### config.mk
export PLATFORM = sky130hd
export DESIGN_NAME = id_ex_stage
export DESIGN_NICKNAME = d
export VERILOG_FILES = /design/src/rtl/id_ex_stage_pkg.sv /design/src/rtl/id_ex_stage_hazard_detect.sv /design/src/rtl/id_ex_stage.sv
export SDC_FILE = /design/constraint.sdc
export NUM_CORES = 1
export LEC_CHECK = 0
export ABC_AREA = 0
export CAP_MARGIN = 5
export CORE_AREA = 2 2 128 130
export DETAILED_ROUTE_END_ITERATION = 16
export DIE_AREA = 0 0 130 132
export GPL_TIMING_DRIVEN = 0
export PLACE_DENSITY = 0.73
export SKIP_CTS_REPAIR_TIMING = 1
export SYNTH_ARGS = -nofsm -noshare
export SYNTH_HDL_FRONTEND = slang
export SYNTH_SLANG_ARGS = --single-unit
### constraint.sdc
create_clock -name clk -period 3.4 [get_ports clk]
set_clock_uncertainty 0.1 [all_clocks]
set_input_delay 0.68 -clock clk [delete_from_list [all_inputs] [get_ports clk]]
set_output_delay 0.68 -clock clk [all_outputs]
set_load 0.02 [all_outputs]
### src/rtl/id_ex_stage_pkg.sv
// Shared pipeline definitions for the ID/EX boundary: FSM states, halt constants, opcodes, control bundle.
// Combinational helpers only; no latency, no flow control.
package id_ex_stage_pkg;

    typedef enum logic [1:0] {
        ST_RUN    = 2'd0,
        ST_DRAIN  = 2'd1,
        ST_HALTED = 2'd2
    } state_e;

    localparam int         DRAIN_CYCLES_DEF = 3;
    localparam logic [4:0] REG_A7           = 5'd17;
    localparam int         HALT_CODE        = 10;

    localparam logic [6:0] OP_LUI    = 7'b0110111;
    localparam logic [6:0] OP_AUIPC  = 7'b0010111;
    localparam logic [6:0] OP_JAL    = 7'b1101111;
    localparam logic [6:0] OP_BRANCH = 7'b1100011;
    localparam logic [6:0] OP_STORE  = 7'b0100011;
    localparam logic [6:0] OP_ARITH  = 7'b0110011;

    typedef struct packed {
        logic mem_read;
        logic mem_to_reg;
        logic mem_write;
        logic alu_src;
        logic write_enable;
        logic pc_to_reg;
    } ctrl_t;

    function automatic logic uses_rs1(input logic [6:0] opcode);
        return !(opcode == OP_JAL || opcode == OP_LUI || opcode == OP_AUIPC);
    endfunction

    function automatic logic uses_rs2(input logic [6:0] opcode);
        return (opcode == OP_ARITH || opcode == OP_STORE || opcode == OP_BRANCH);
    endfunction

endpackage

### src/rtl/id_ex_stage_hazard_detect.sv
// Load-use and ecall-operand hazard detection; purely combinational, zero latency.
// Ecall term is present only when ECALL_STALL_EN is defined.
module id_ex_stage_hazard_detect
    import id_ex_stage_pkg::*;
(
    input  logic [4:0] id_rs1_i,
    input  logic [4:0] id_rs2_i,
    input  logic       use_rs1_i,
    input  logic       use_rs2_i,
    input  logic       id_is_ecall_i,
    input  logic       ex_valid_i,
    input  logic       ex_mem_read_i,
    input  logic       ex_write_enable_i,
    input  logic [4:0] ex_rd_i,
    input  logic [4:0] mem_rd_i,
    input  logic       mem_write_enable_i,
    output logic       load_use_o,
    output logic       ecall_hazard_o
);

    assign load_use_o = ex_valid_i & ex_mem_read_i & (ex_rd_i != 5'd0) &
                        (((ex_rd_i == id_rs1_i) & use_rs1_i) |
                         ((ex_rd_i == id_rs2_i) & use_rs2_i));

`ifdef ECALL_STALL_EN
    // x17 still owned by an older writer in EX or MEM; WB is covered by the RF bypass.
    assign ecall_hazard_o = id_is_ecall_i &
                            ((ex_write_enable_i & (ex_rd_i == REG_A7)) |
                             (mem_write_enable_i & (mem_rd_i == REG_A7)));
`else
    logic unused_ecall_inputs;
    assign unused_ecall_inputs = &{1'b0, id_is_ecall_i, ex_write_enable_i, mem_rd_i, mem_write_enable_i};
    assign ecall_hazard_o      = 1'b0;
`endif

endmodule

### src/rtl/id_ex_stage.sv
// ID/EX pipeline register with hazard bubbles and ecall halt-drain FSM (optional ECALL_STALL_EN).
// Latency 1 cycle ID->EX; stall holds PC and IF/ID while a bubble is loaded into EX.
module id_ex_stage
    import id_ex_stage_pkg::*;
#(
    parameter int XLEN         = 32,
    parameter int DRAIN_CYCLES = id_ex_stage_pkg::DRAIN_CYCLES_DEF
) (
    input  logic            clk,
    input  logic            reset,
    input  logic            id_valid,
    input  logic [31:0]     id_inst,
    input  logic [XLEN-1:0] id_pc,
    input  logic [XLEN-1:0] id_rs1_data,
    input  logic [XLEN-1:0] id_rs2_data,
    input  logic [XLEN-1:0] id_imm,
    input  logic            ctrl_mem_read,
    input  logic            ctrl_mem_to_reg,
    input  logic            ctrl_mem_write,
    input  logic            ctrl_alu_src,
    input  logic            ctrl_write_enable,
    input  logic            ctrl_pc_to_reg,
    input  logic            ctrl_is_ecall,
    input  logic [4:0]      mem_rd,
    input  logic            mem_write_enable,
    output logic            stall,
    output logic            ex_valid,
    output logic            ex_mem_read,
    output logic            ex_mem_to_reg,
    output logic            ex_mem_write,
    output logic            ex_alu_src,
    output logic            ex_write_enable,
    output logic            ex_pc_to_reg,
    output logic [XLEN-1:0] ex_pc,
    output logic [XLEN-1:0] ex_rs1_data,
    output logic [XLEN-1:0] ex_rs2_data,
    output logic [XLEN-1:0] ex_imm,
    output logic [4:0]      ex_rs1,
    output logic [4:0]      ex_rs2,
    output logic [4:0]      ex_rd,
    output logic [3:0]      ex_funct,
    output logic            is_halted
);

    localparam int CW = (DRAIN_CYCLES > 1) ? $clog2(DRAIN_CYCLES) : 1;

    state_e          state_q, state_d;
    logic [CW-1:0]   cnt_q, cnt_d;
    logic            halted_q, halted_d;
    logic            valid_q, valid_d;
    ctrl_t           ctrl_q, ctrl_d;
    logic [XLEN-1:0] pc_q, pc_d, rs1_data_q, rs1_data_d, rs2_data_q, rs2_data_d, imm_q, imm_d;
    logic [4:0]      rs1_q, rs1_d, rs2_q, rs2_d, rd_q, rd_d;
    logic [3:0]      funct_q, funct_d;

    logic [6:0] opcode;
    logic [4:0] id_rs1, id_rs2, id_rd;
    ctrl_t      id_ctrl;
    logic       load_use, ecall_hazard, halt_issue;
    logic       unused_inst_bits;

    assign opcode  = id_inst[6:0];
    assign id_rs1  = ctrl_is_ecall ? REG_A7 : id_inst[19:15];
    assign id_rs2  = id_inst[24:20];
    assign id_rd   = id_inst[11:7];
    assign id_ctrl = '{mem_read: ctrl_mem_read, mem_to_reg: ctrl_mem_to_reg, mem_write: ctrl_mem_write,
                       alu_src: ctrl_alu_src, write_enable: ctrl_write_enable, pc_to_reg: ctrl_pc_to_reg};
    assign unused_inst_bits = &{1'b0, id_inst[31], id_inst[29:25]};

    id_ex_stage_hazard_detect u_hazard_detect (
        .id_rs1_i           (id_rs1),
        .id_rs2_i           (id_rs2),
        .use_rs1_i          (uses_rs1(opcode)),
        .use_rs2_i          (uses_rs2(opcode)),
        .id_is_ecall_i      (ctrl_is_ecall),
        .ex_valid_i         (valid_q),
        .ex_mem_read_i      (ctrl_q.mem_read),
        .ex_write_enable_i  (ctrl_q.write_enable),
        .ex_rd_i            (rd_q),
        .mem_rd_i           (mem_rd),
        .mem_write_enable_i (mem_write_enable),
        .load_use_o         (load_use),
        .ecall_hazard_o     (ecall_hazard)
    );

    assign stall      = id_valid & (load_use | ecall_hazard) & (state_q == ST_RUN);
    assign halt_issue = id_valid & ctrl_is_ecall & (id_rs1_data == XLEN'(HALT_CODE));

    always_comb begin
        state_d    = state_q;
        cnt_d      = cnt_q;
        halted_d   = halted_q;
        valid_d    = 1'b0;
        ctrl_d     = '0;
        pc_d       = '0;
        rs1_data_d = '0;
        rs2_data_d = '0;
        imm_d      = '0;
        rs1_d      = '0;
        rs2_d      = '0;
        rd_d       = '0;
        funct_d    = '0;
        case (state_q)
            ST_RUN: begin
                if (!stall) begin
                    if (halt_issue) begin
                        // The halting ecall itself becomes a bubble in EX.
                        state_d = ST_DRAIN;
                        cnt_d   = CW'(DRAIN_CYCLES - 1);
                    end else begin
                        valid_d    = id_valid;
                        ctrl_d     = id_valid ? id_ctrl : '0;
                        pc_d       = id_pc;
                        rs1_data_d = id_rs1_data;
                        rs2_data_d = id_rs2_data;
                        imm_d      = id_imm;
                        rs1_d      = id_rs1;
                        rs2_d      = id_rs2;
                        rd_d       = id_rd;
                        funct_d    = {id_inst[30], id_inst[14:12]};
                    end
                end
            end
            ST_DRAIN: begin
                if (cnt_q == '0) begin
                    state_d  = ST_HALTED;
                    halted_d = 1'b1;
                end else begin
                    cnt_d = cnt_q - CW'(1);
                end
            end
            ST_HALTED: ;
            default: state_d = ST_RUN;
        endcase
    end

    always_ff @(posedge clk) begin
        if (reset) begin
            state_q    <= ST_RUN;
            cnt_q      <= '0;
            halted_q   <= 1'b0;
            valid_q    <= 1'b0;
            ctrl_q     <= '0;
            pc_q       <= '0;
            rs1_data_q <= '0;
            rs2_data_q <= '0;
            imm_q      <= '0;
            rs1_q      <= '0;
            rs2_q      <= '0;
            rd_q       <= '0;
            funct_q    <= '0;
        end else begin
            state_q    <= state_d;
            cnt_q      <= cnt_d;
            halted_q   <= halted_d;
            valid_q    <= valid_d;
            ctrl_q     <= ctrl_d;
            pc_q       <= pc_d;
            rs1_data_q <= rs1_data_d;
            rs2_data_q <= rs2_data_d;
            imm_q      <= imm_d;
            rs1_q      <= rs1_d;
            rs2_q      <= rs2_d;
            rd_q       <= rd_d;
            funct_q    <= funct_d;
        end
    end

    assign ex_valid        = valid_q;
    assign ex_mem_read     = ctrl_q.mem_read;
    assign ex_mem_to_reg   = ctrl_q.mem_to_reg;
    assign ex_mem_write    = ctrl_q.mem_write;
    assign ex_alu_src      = ctrl_q.alu_src;
    assign ex_write_enable = ctrl_q.write_enable;
    assign ex_pc_to_reg    = ctrl_q.pc_to_reg;
    assign ex_pc           = pc_q;
    assign ex_rs1_data     = rs1_data_q;
    assign ex_rs2_data     = rs2_data_q;
    assign ex_imm          = imm_q;
    assign ex_rs1          = rs1_q;
    assign ex_rs2          = rs2_q;
    assign ex_rd           = rd_q;
    assign ex_funct        = funct_q;
    assign is_halted       = halted_q;

endmodule

==> metrics.md <==
| Metric | Value |
|---|---|
| CTS tree | `yes` |
| CP endpoint kind | `output pin` |
| Vias in the first global route | `between 4k and 5k` |
| Syn Std Cell Area | `roughly 0.0048 mm²` |
| Core ar. | `roughly 0.016 mm²` |
| Post-DP Area | `about 0.008 mm²` |
| Worst VDD drop | `just over 0.0003 V` |
| PnR worst setup slack | `between 100 and 150 ps` |
| Worst slew margin | `61.8%` |
| DR iter-0 viols | `82` |
| Max-slew violation count | `0` |
| Met2 wire length | `7270 µm` |
| Total chip power | `between 0.004 and 0.005 W` |
| Gp weighted congestion | `0.869` |
| Gate power share | `14.9%` |
| Net Sw Power | `0.00103 W` |
| Final core occ | `between 50% and 60%` |
| DR WL/cell | `approximately 15 µm` |
| Area grow syn2layout | `83.9%` |
| Synth cell types | `37` |
| Critical path type | `input port to output pin` |
| Status | `finished, final reports clean` |
| Post-DP HPWL | `11900 µm` |
| Antenna cells | `0` |
| M1 WL | `roughly 5600 µm` |
| Die area | `roughly 0.017 mm²` |
| CTS root buffer | `clkbuf_16` |
| YS warnings | `0` |
| Fmax achieved | `306 MHz` |
| RSZ-0062 raised after global routing | `no` |
| Gr usage total | `between 10% and 20%` |
| Mapped Cells | `approximately 400` |
| Layout Nets | `919` |
| Post-route minimum period | `approximately 3300 ps` |
| Flop pwr share | `between 40% and 50%` |
| Cell taking the most area after synthesis | `dfxtp_1` |
| Die Wd | `130 µm` |
| Seq/Total Area, Yosys | `66.8%` |
| Startpoint types | `input port` |
| DRC errors left | `0` |
| Min-delay worst type | `register to register` |
| Total wire length | `~15000 µm` |
| Final hold violations | `0` |
| Critical Path RT | `~2600 ps` |
| # rows | `between 40 and 50` |
| PortBufs | `between 300 and 400` |
| Drt pass-1 iters | `4` |
| Post-synth top area share | `66.8%` |
| First-pass GRT wire length | `approximately 22000 µm` |
| Max clock buf depth | `2` |
| ANT nets after route | `0` |
| P_leak | `3.46 nW` |
| Fillers | `roughly 1.4k` |
| Initial core utilization | `between 30% and 40%` |
| Most frequent cells in the layout | `clkdlybuf4s50_1, dfxtp_1, and2_1` |
| Worst-skew pair later-pin latency | `between 400 and 500 ps` |
| Initial antenna violation count | `0` |
| Top routing layer used | `met4` |
| Clock-pin slew of the registers on the worst-case setup and hold paths | `about 60 ps` |
| Max_cap viols | `0` |
| Internal power | `~0.0033 W` |
| Commonest non-fill, non-tap cell in the layout | `clkdlybuf4s50_1` |
| Final worst-path cycle share | `96.2%` |
| Vias per cell | `4.20` |
| I/O pins | `roughly 330` |
| # clock sinks | `159` |
| Met3 Wirelength | `1620 µm` |
| Via count | `4081` |
| Worst-Margin Slew | `~570 ps` |
| Design Area, Final | `0.00877 mm²` |
| Die Y-Extent | `132 µm` |
| Setup TNS | `0 ps` |
| CP arrival | `around 2500 ps` |
| Largest net degree at the start of global routing | `17` |
| Syn avg cell area | `~12 µm²` |
| GRT overflow | `0` |
| Layout cells sized above 1 | `between 5 and 6%` |
| PwrDens | `497 mW/mm²` |
| Worst slack at placement | `-648 ps` |
| Register bit total from synthesis | `roughly 160` |
| H-tree depth | `4` |
| Clk pwr share | `approximately 40%` |
| Switching Share | `a little under a quarter` |
| Crit Path Max Fanout | `3` |
| Synth top area cells | `dfxtp_1, and2_1, buf_6` |
| Setup-failing EPs final | `0` |
| Synth Net Count | `roughly 580` |
| Num CTS Buffers | `17` |
-- critical path: stages --
cell and delay, ps:
clkdlybuf4s50_1 450, or4_1 530, a311o_1 360, o21ai_2 160
and2_4 170, buf_4 140
-- final timing paths --
path                         startpoint                   endpoint  cells after the start  slack, ps
setup / recovery            id_inst[19]                      stall                      6        130
hold / removal    cnt_q[0]$_SDFFE_PP0P_      cnt_q[0]$_SDFFE_PP0P_                      2        380
setup reg to reg    ex_rd[1]$_SDFF_PP0_  ex_rs1_data[6]$_SDFF_PP0_                      5        900
hold reg to reg   cnt_q[0]$_SDFFE_PP0P_      cnt_q[0]$_SDFFE_PP0P_                      2        380
-- area by class of cell --
type                            instances  area [µm²]  share of cell area (%)
Timing Repair Buffer                  319        3200                    36.5
Sequential cell                       159        3180                    36.3
Multi-Input combinational cell        226        1460                    16.6
Clock buffer                           23         468                    5.34
Tap cell                              216         270                    3.08
Buffer                                 16         120                    1.37
Clock inverter                          9        62.6                   0.714
Inverter                                3        11.3                   0.128
-- cell usage after synthesis --
library cell,instances
and2_1,146
or3b_2,1
o32a_1,1
dfxtp_1,159
a21oi_2,1
or2_2,1
xnor2_1,1
buf_6,8
nor2_1,7
o21a_1,1
a211o_1,1
nand3_1,4
nand4_1,2
o31ai_1,2
xor2_1,7
o211a_1,1
o211ai_1,2
or4_1,2
a21oi_1,5
nor3_1,4
nor4bb_1,2
nand2b_1,1
and3b_1,2
nand4b_1,2
o21ai_2,1
ha_1,1
inv_1,3
a311o_1,1
nor4_1,7
a211oi_1,2
o21ai_0,3
o21bai_1,1
nand3b_1,1
clkbuf_1,8
nor2b_1,5
nand2_1,1
and3_1,7
-- per-stage QoR --
step / instances / hold slack [ps]
6_report: 971 / 375
5_1_grt: 971 / 407
4_1_cts: 971 / 375
3_5_place_dp: 939 / 366
3_3_place_gp: 939 / 360
2_1_floorplan: 404 / 344
-- per-layer routing --
| metal | GRT usage [%] | vias up |
|---|---|---|
| met5 | 0 | - |
| met4 | 7.29 | 0 |
| met3 | 7.22 | 30 |
| met2 | 30.5 | 221 |
| met1 | 17.4 | 1852 |
| li1 | - | 1978 |
-- power by group through the flow --
stage	Clock, W	Combinational (W)	Sequential (W)
4_1_cts	0.00176	0.000659	0.00199
3_3_place_gp	0	0.000647	0.00203
3_5_place_dp	0	0.000656	0.00203
2_1_floorplan	0	0.000105	0.00216
5_1_grt	0.00184	0.000692	0.00200
6_report	0.00171	0.000650	0.00199
-- kinds of logic (layout without fill, tap and decap cells) --
family | count (synthesis) | count (layout) | share of synthesized area (%)
AND/OR/NAND/NOR | 195 | 195 | 25.5
XOR/XNOR | 8 | 8 | 1.47
adder cells (fa/ha/maj) | 1 | 1 | 0.262
buffers and inverters | 19 | 370 | 2.76
flip-flops | 159 | 159 | 66.8
AO/OA/AOI/OAI | 22 | 22 | 3.28
Note: power is estimated with default switching activity, not from simulation.
